--- src/rtl/systolic_pkg.sv ---
// Shared types and helpers for the systolic array feed controller.
package systolic_pkg;

    typedef enum logic [1:0] {
        IDLE  = 2'd0,
        FEED  = 2'd1,
        DRAIN = 2'd2,
        DONE  = 2'd3
    } feed_state_t;

    // Cycles spent draining: row skew plus propagation through the array.
    function automatic int drain_len(input int n);
        return n + n;
    endfunction

endpackage

--- src/rtl/systolic_feed_ctrl_skew_shift.sv ---
// Row-valid skew chain: tap r carries the input delayed by r+1 cycles.
module skew_shift #(
    parameter int N = 4
) (
    input  logic         clk,
    input  logic         rst,
    input  logic         d,
    output logic [N-1:0] q
);

    logic [N-1:0] r_sh;

    // Shift register, cleared synchronously.
    always_ff @(posedge clk) begin
        if (rst) begin
            r_sh <= '0;
        end else begin
            r_sh <= {r_sh[N-2:0], d};
        end
    end

    assign q = r_sh;

endmodule

--- src/rtl/systolic_feed_ctrl.sv ---
// Feed controller for an N-row systolic array: reads K operand words per job,
// skews row valids, drains, then pulses done. Optional SYSTOLIC_FEED_PERF_EN adds perf_cycles.
module systolic_feed_ctrl
    import systolic_pkg::*;
#(
    parameter int N  = 4,
    parameter int K  = 4,
    parameter int AW = (K > 1) ? $clog2(K) : 1
) (
    input  logic          clk,
    input  logic          rst,
    input  logic          start,
    input  logic          abort,
    output logic          busy,
    output logic          done,
    output logic          acc_clr,
    output logic          rd_en,
    output logic [AW-1:0] rd_addr,
    output logic [N-1:0]  row_vld
`ifdef SYSTOLIC_FEED_PERF_EN
    ,
    output logic [31:0]   perf_cycles
`endif
);

    localparam int FCW       = $clog2(K + 1);
    localparam int DRAIN_CYC = drain_len(N);
    localparam int DCW       = $clog2(DRAIN_CYC + 1);
    localparam logic [FCW-1:0] FEED_END  = FCW'(K);
    localparam logic [DCW-1:0] DRAIN_END = DCW'(DRAIN_CYC);

    feed_state_t     r_state;
    logic            r_busy;
    logic            r_done;
    logic            r_acc_clr;
    logic            r_rd_en;
    logic [AW-1:0]   r_rd_addr;
    logic [FCW-1:0]  r_feed_cnt;
    logic [DCW-1:0]  r_drain_cnt;
    logic            w_kill;
    logic            w_skew_clr;

    assign w_kill     = abort && (r_state != IDLE);
    assign w_skew_clr = rst || w_kill;

    // Job sequencing FSM; all outputs registered. Counters hold the number of
    // cycles already spent in the current state, reloaded to 1 on entry.
    always_ff @(posedge clk) begin
        if (rst || w_kill) begin
            r_state     <= IDLE;
            r_busy      <= 1'b0;
            r_done      <= 1'b0;
            r_acc_clr   <= 1'b0;
            r_rd_en     <= 1'b0;
            r_rd_addr   <= '0;
            r_feed_cnt  <= '0;
            r_drain_cnt <= '0;
        end else begin
            case (r_state)
                IDLE: begin
                    r_done    <= 1'b0;
                    r_rd_addr <= '0;
                    if (start && !abort) begin
                        r_state    <= FEED;
                        r_busy     <= 1'b1;
                        r_acc_clr  <= 1'b1;
                        r_rd_en    <= 1'b1;
                        r_feed_cnt <= FCW'(1);
                    end else begin
                        r_state    <= IDLE;
                        r_busy     <= 1'b0;
                        r_acc_clr  <= 1'b0;
                        r_rd_en    <= 1'b0;
                        r_feed_cnt <= '0;
                    end
                end
                FEED: begin
                    r_acc_clr <= 1'b0;
                    if (r_feed_cnt == FEED_END) begin
                        r_state     <= DRAIN;
                        r_rd_en     <= 1'b0;
                        r_rd_addr   <= '0;
                        r_feed_cnt  <= '0;
                        r_drain_cnt <= DCW'(1);
                    end else begin
                        r_rd_addr  <= AW'(r_feed_cnt);
                        r_feed_cnt <= r_feed_cnt + FCW'(1);
                    end
                end
                DRAIN: begin
                    if (r_drain_cnt == DRAIN_END) begin
                        r_state     <= DONE;
                        r_done      <= 1'b1;
                        r_drain_cnt <= '0;
                    end else begin
                        r_drain_cnt <= r_drain_cnt + DCW'(1);
                    end
                end
                DONE: begin
                    r_state <= IDLE;
                    r_done  <= 1'b0;
                    r_busy  <= 1'b0;
                end
                default: begin
                    r_state     <= IDLE;
                    r_busy      <= 1'b0;
                    r_done      <= 1'b0;
                    r_acc_clr   <= 1'b0;
                    r_rd_en     <= 1'b0;
                    r_rd_addr   <= '0;
                    r_feed_cnt  <= '0;
                    r_drain_cnt <= '0;
                end
            endcase
        end
    end

    // Buffer read latency plus per-row skew come from one shared chain.
    skew_shift #(
        .N (N)
    ) u_skew (
        .clk (clk),
        .rst (w_skew_clr),
        .d   (r_rd_en),
        .q   (row_vld)
    );

    assign busy    = r_busy;
    assign done    = r_done;
    assign acc_clr = r_acc_clr;
    assign rd_en   = r_rd_en;
    assign rd_addr = r_rd_addr;

`ifdef SYSTOLIC_FEED_PERF_EN
    logic [31:0] r_perf;

    // Busy-cycle counter, saturating; only rst clears it.
    always_ff @(posedge clk) begin
        if (rst) begin
            r_perf <= 32'd0;
        end else if (r_busy && (r_perf != 32'hFFFF_FFFF)) begin
            r_perf <= r_perf + 32'd1;
        end else begin
            r_perf <= r_perf;
        end
    end

    assign perf_cycles = r_perf;
`endif

endmodule

--- config.mk ---
export PLATFORM = sky130hd
export DESIGN_NAME = systolic_feed_ctrl
export DESIGN_NICKNAME = d
export VERILOG_FILES = /design/src/rtl/systolic_pkg.sv /design/src/rtl/systolic_feed_ctrl_skew_shift.sv /design/src/rtl/systolic_feed_ctrl.sv
export SDC_FILE = /design/constraint.sdc
export NUM_CORES = 1
export LEC_CHECK = 0
export ABC_AREA = 1
export CORE_MARGIN = 2
export CORE_UTILIZATION = 51
export DETAILED_ROUTE_END_ITERATION = 10
export HOLD_SLACK_MARGIN = 0.02
export PLACE_DENSITY = 0.75
export SYNTH_ARGS = -nofsm -noshare
export SYNTH_HDL_FRONTEND = slang
export SYNTH_HIERARCHICAL = 1
export SYNTH_SLANG_ARGS = --single-unit
--- constraint.sdc ---
create_clock -name clk -period 1.7 [get_ports clk]
set_clock_uncertainty 0.05 [all_clocks]
set_input_delay 0.255 -clock clk [delete_from_list [all_inputs] [get_ports clk]]
set_output_delay 0.255 -clock clk [all_outputs]
set_load 0.02 [all_outputs]
==> impl_results.md <==
* Placed Area at approximately 1100 µm²
* Final Cycle Share at roughly 94%
* Tmin final at 1.60 ns
* Area Growth Syn to Fin at 19.3%
* TNS Setup at 0 ns
* Io pins at 14
* Power per cell area at 1140 nW/µm²
* Commonest cells after routing, fill and taps aside: nand2_1 (28), dfxtp_1 (19), inv_1 (18), nor2_1 (15), clkdlybuf4s50_1 (13)
* Post-synth top area share at 41.2%
* CTS H-tree depth at 1
* Worst slew pin tran at roughly 0.38 ns
* Clock sink total at 19
* Largest stage delay on the critical path at 0.62 ns
* Synth cell types at 17
* CTS Buffer Depth at 2
* Status: completed
* I/O Buffers at 13
* RSZ-0062 raised after global routing: false
* Post-Syn Area at just over 900 µm²
* FMAX at 0.626 GHz
* Die height at 46.5 µm
* Critical Path RT at 1.39 ns
* CP Capture Type: output pin
* Worst hold endpoint: u_skew/q[2]$_SDFF_PP0_
* Cells along the critical path: clkdlybuf4s50_1
* Routability cong. at 0.846
* Die ar. at between 2000 and 2500 µm²
* Grt total ovfl at 0
* Residual DRC at 0
* Worst Setup SP: rd_en$_SDFFE_PP0P_
* Final layout net count at 153
* Leakage power at 0.469 nW
* Worst Hold Slack at 0.373 ns
* Final Setup Violations at 0
* Ant. Diodes at 0
* Critical hold path startpoint: u_skew/q[1]$_SDFF_PP0_
* Final Max Tran Viols at 0
* Syn Nets at 136
* Routed length per instance at between 10 and 15 µm
* Ys Warns at 6
* Vias in the first global route at 698
* Worst hold path class: reg2reg
* RR Endpoint: r_feed_cnt[0]$_SDFFE_PP0P_
* Cells after synthesis at ~120
* Layout cells sized above 1 at 5.04%
* Syn_area_per_cell at 7.50 µm²
* Startpoint Class: flop
* CP bufs+invs at 1
* Clk_lat worst skew at 0.29 ns
* Most common cell after layout, fill and taps aside: nand2_1
* Final Hold Viols at 0
* R2R setup slack at approximately 0.20 ns
* GRT Total Usage at 18.3%
* Core Util, Final at 64.4%
* Delay-heaviest family, CP: buffers and inverters
* WL final at 1700 µm
* Hold depth at 2
* Rel. slew slack at 74.6%
* Via-per-instance ratio at 4.84
* Die Wd at 46.5 µm
* First-pass GRT wire length at 2790 µm
* Initial antenna violation count at 0
* Initial Util at 54.0%
* Total core area at approximately 1700 µm²
* Vias at 793
* Row count at 15
* Largest fanout on the critical path at 3
* Cell taking the most area after synthesis: dfxtp_1
* Postcts setup bufs at 0
* CTS buffer count at 3
* Yosys reg bits at 19
* CTS Hold Bufs at 0
* CTS tree: done
* Arr. time, crit path at roughly 1.3 ns
* Reg2reg path depth at 7
* Pre-Repair DR Iteration Count at 4
* Iter 0 DRT Violations at 7
* Kind of critical path: reg2out
* Max_cap viols at 0
* Sequential area share after synthesis at 41.2%
* CTS root buf: clkbuf_4
* IR drop worst, VDD at 0.000676 V
* DP HPWL at 1310 µm
* Worst-path clk slew at ~0.11 ns
* DRT antenna net count at 0
* # resized after CTS at 0
* Final Instance Area at approximately 1100 µm²
* Largest net degree at the start of global routing at 14
* Slowest stage cell, crit path: clkdlybuf4s50_1
* R2R Path Start: r_state[1]$_SDFFE_PP0P_
* Top post-synthesis cells by area: dfxtp_1 (41%), ha_1 (12%), nand2_1 (11%)
where the power goes:
| group | internal (W) | switching (W) |
|---|---|---|
| sequential | 0.000495 | 0.0000424 |
| clock | 0.0000876 | 0.000137 |
| combinational | 0.000180 | 0.000317 |
| total | 0.000762 | 0.000497 |
worst reg2reg max path, stage by stage, from the launching register on:
cell	delay [ns]
dfxtp_1	0.39
inv_1	0.09
ha_1	0.28
nor2_1	0.36
nand2_1	0.11
nand2_1	0.08
o21bai_1	0.06
inv_1	0.04
Yosys cell counts (all sizes together):
| library cell | n |
|---|---|
| nand3 | 10 |
| xor2 | 1 |
| nand2 | 29 |
| inv | 19 |
| buf | 1 |
| o211ai | 1 |
| o21bai | 1 |
| a21oi | 12 |
| ha | 9 |
| nand3b | 1 |
| o21ai | 4 |
| nand4 | 1 |
| dfxtp | 19 |
| nor2 | 15 |
sequential cells by signal, indices dropped and copies added (netlist names):
register,count
r_state,2
acc_clr,1
busy,1
rd_en,1
u_skew/q,4
rd_addr,2
r_feed_cnt,3
r_drain_cnt,4
done,1
worst max-delay path by stage:
stage                                 end  depth (start not counted)
6_report                            rd_en                          1
5_1_grt        r_feed_cnt[1]$_SDFFE_PP0P_                          5
4_1_cts                             rd_en                          1
3_5_place_dp   r_feed_cnt[0]$_SDFFE_PP0P_                          7
3_3_place_gp   r_feed_cnt[0]$_SDFFE_PP0P_                          5
2_1_floorplan  r_feed_cnt[0]$_SDFFE_PP0P_                          8
stage by stage:
| stage | worst slack (ns) | instances | power, W |
|---|---|---|---|
| final | 0.103 | 164 | 0.00126 |
| after global routing | 0.00141 | 164 | 0.00136 |
| after CTS | 0.0926 | 164 | 0.00127 |
| after detailed placement | 0.202 | 160 | 0.00104 |
| after global placement | 0.242 | 160 | 0.00103 |
| after floorplan | 0.395 | 123 | 0.000928 |
metal layers:
metal,up-vias,global-route usage (%),wire length (µm)
met5,-,0,0
met4,0,9.71,32
met3,4,3.92,56
met2,15,27.8,786
met1,353,24.0,822
li1,421,-,-
cell families after synthesis:
family	count (synthesis)	share of synthesized area, %
fa+ha+maj	9	12.2
simple gates	56	25.1
compound gates	18	11.5
buf+inv	20	8.95
flops	19	41.2
xor+xnor	1	0.950
final cells by class:
class                      count  area (µm²)
clock inverter                 1        5.00
multi-input combinational     84         459
sequential                    19         380
timing repair buffer          13         130
inverter                      19        71.3
tap                           25        31.3
fill                         158         608
clock buffer                   3        22.5
Note: power is estimated with default switching activity, not from simulation.
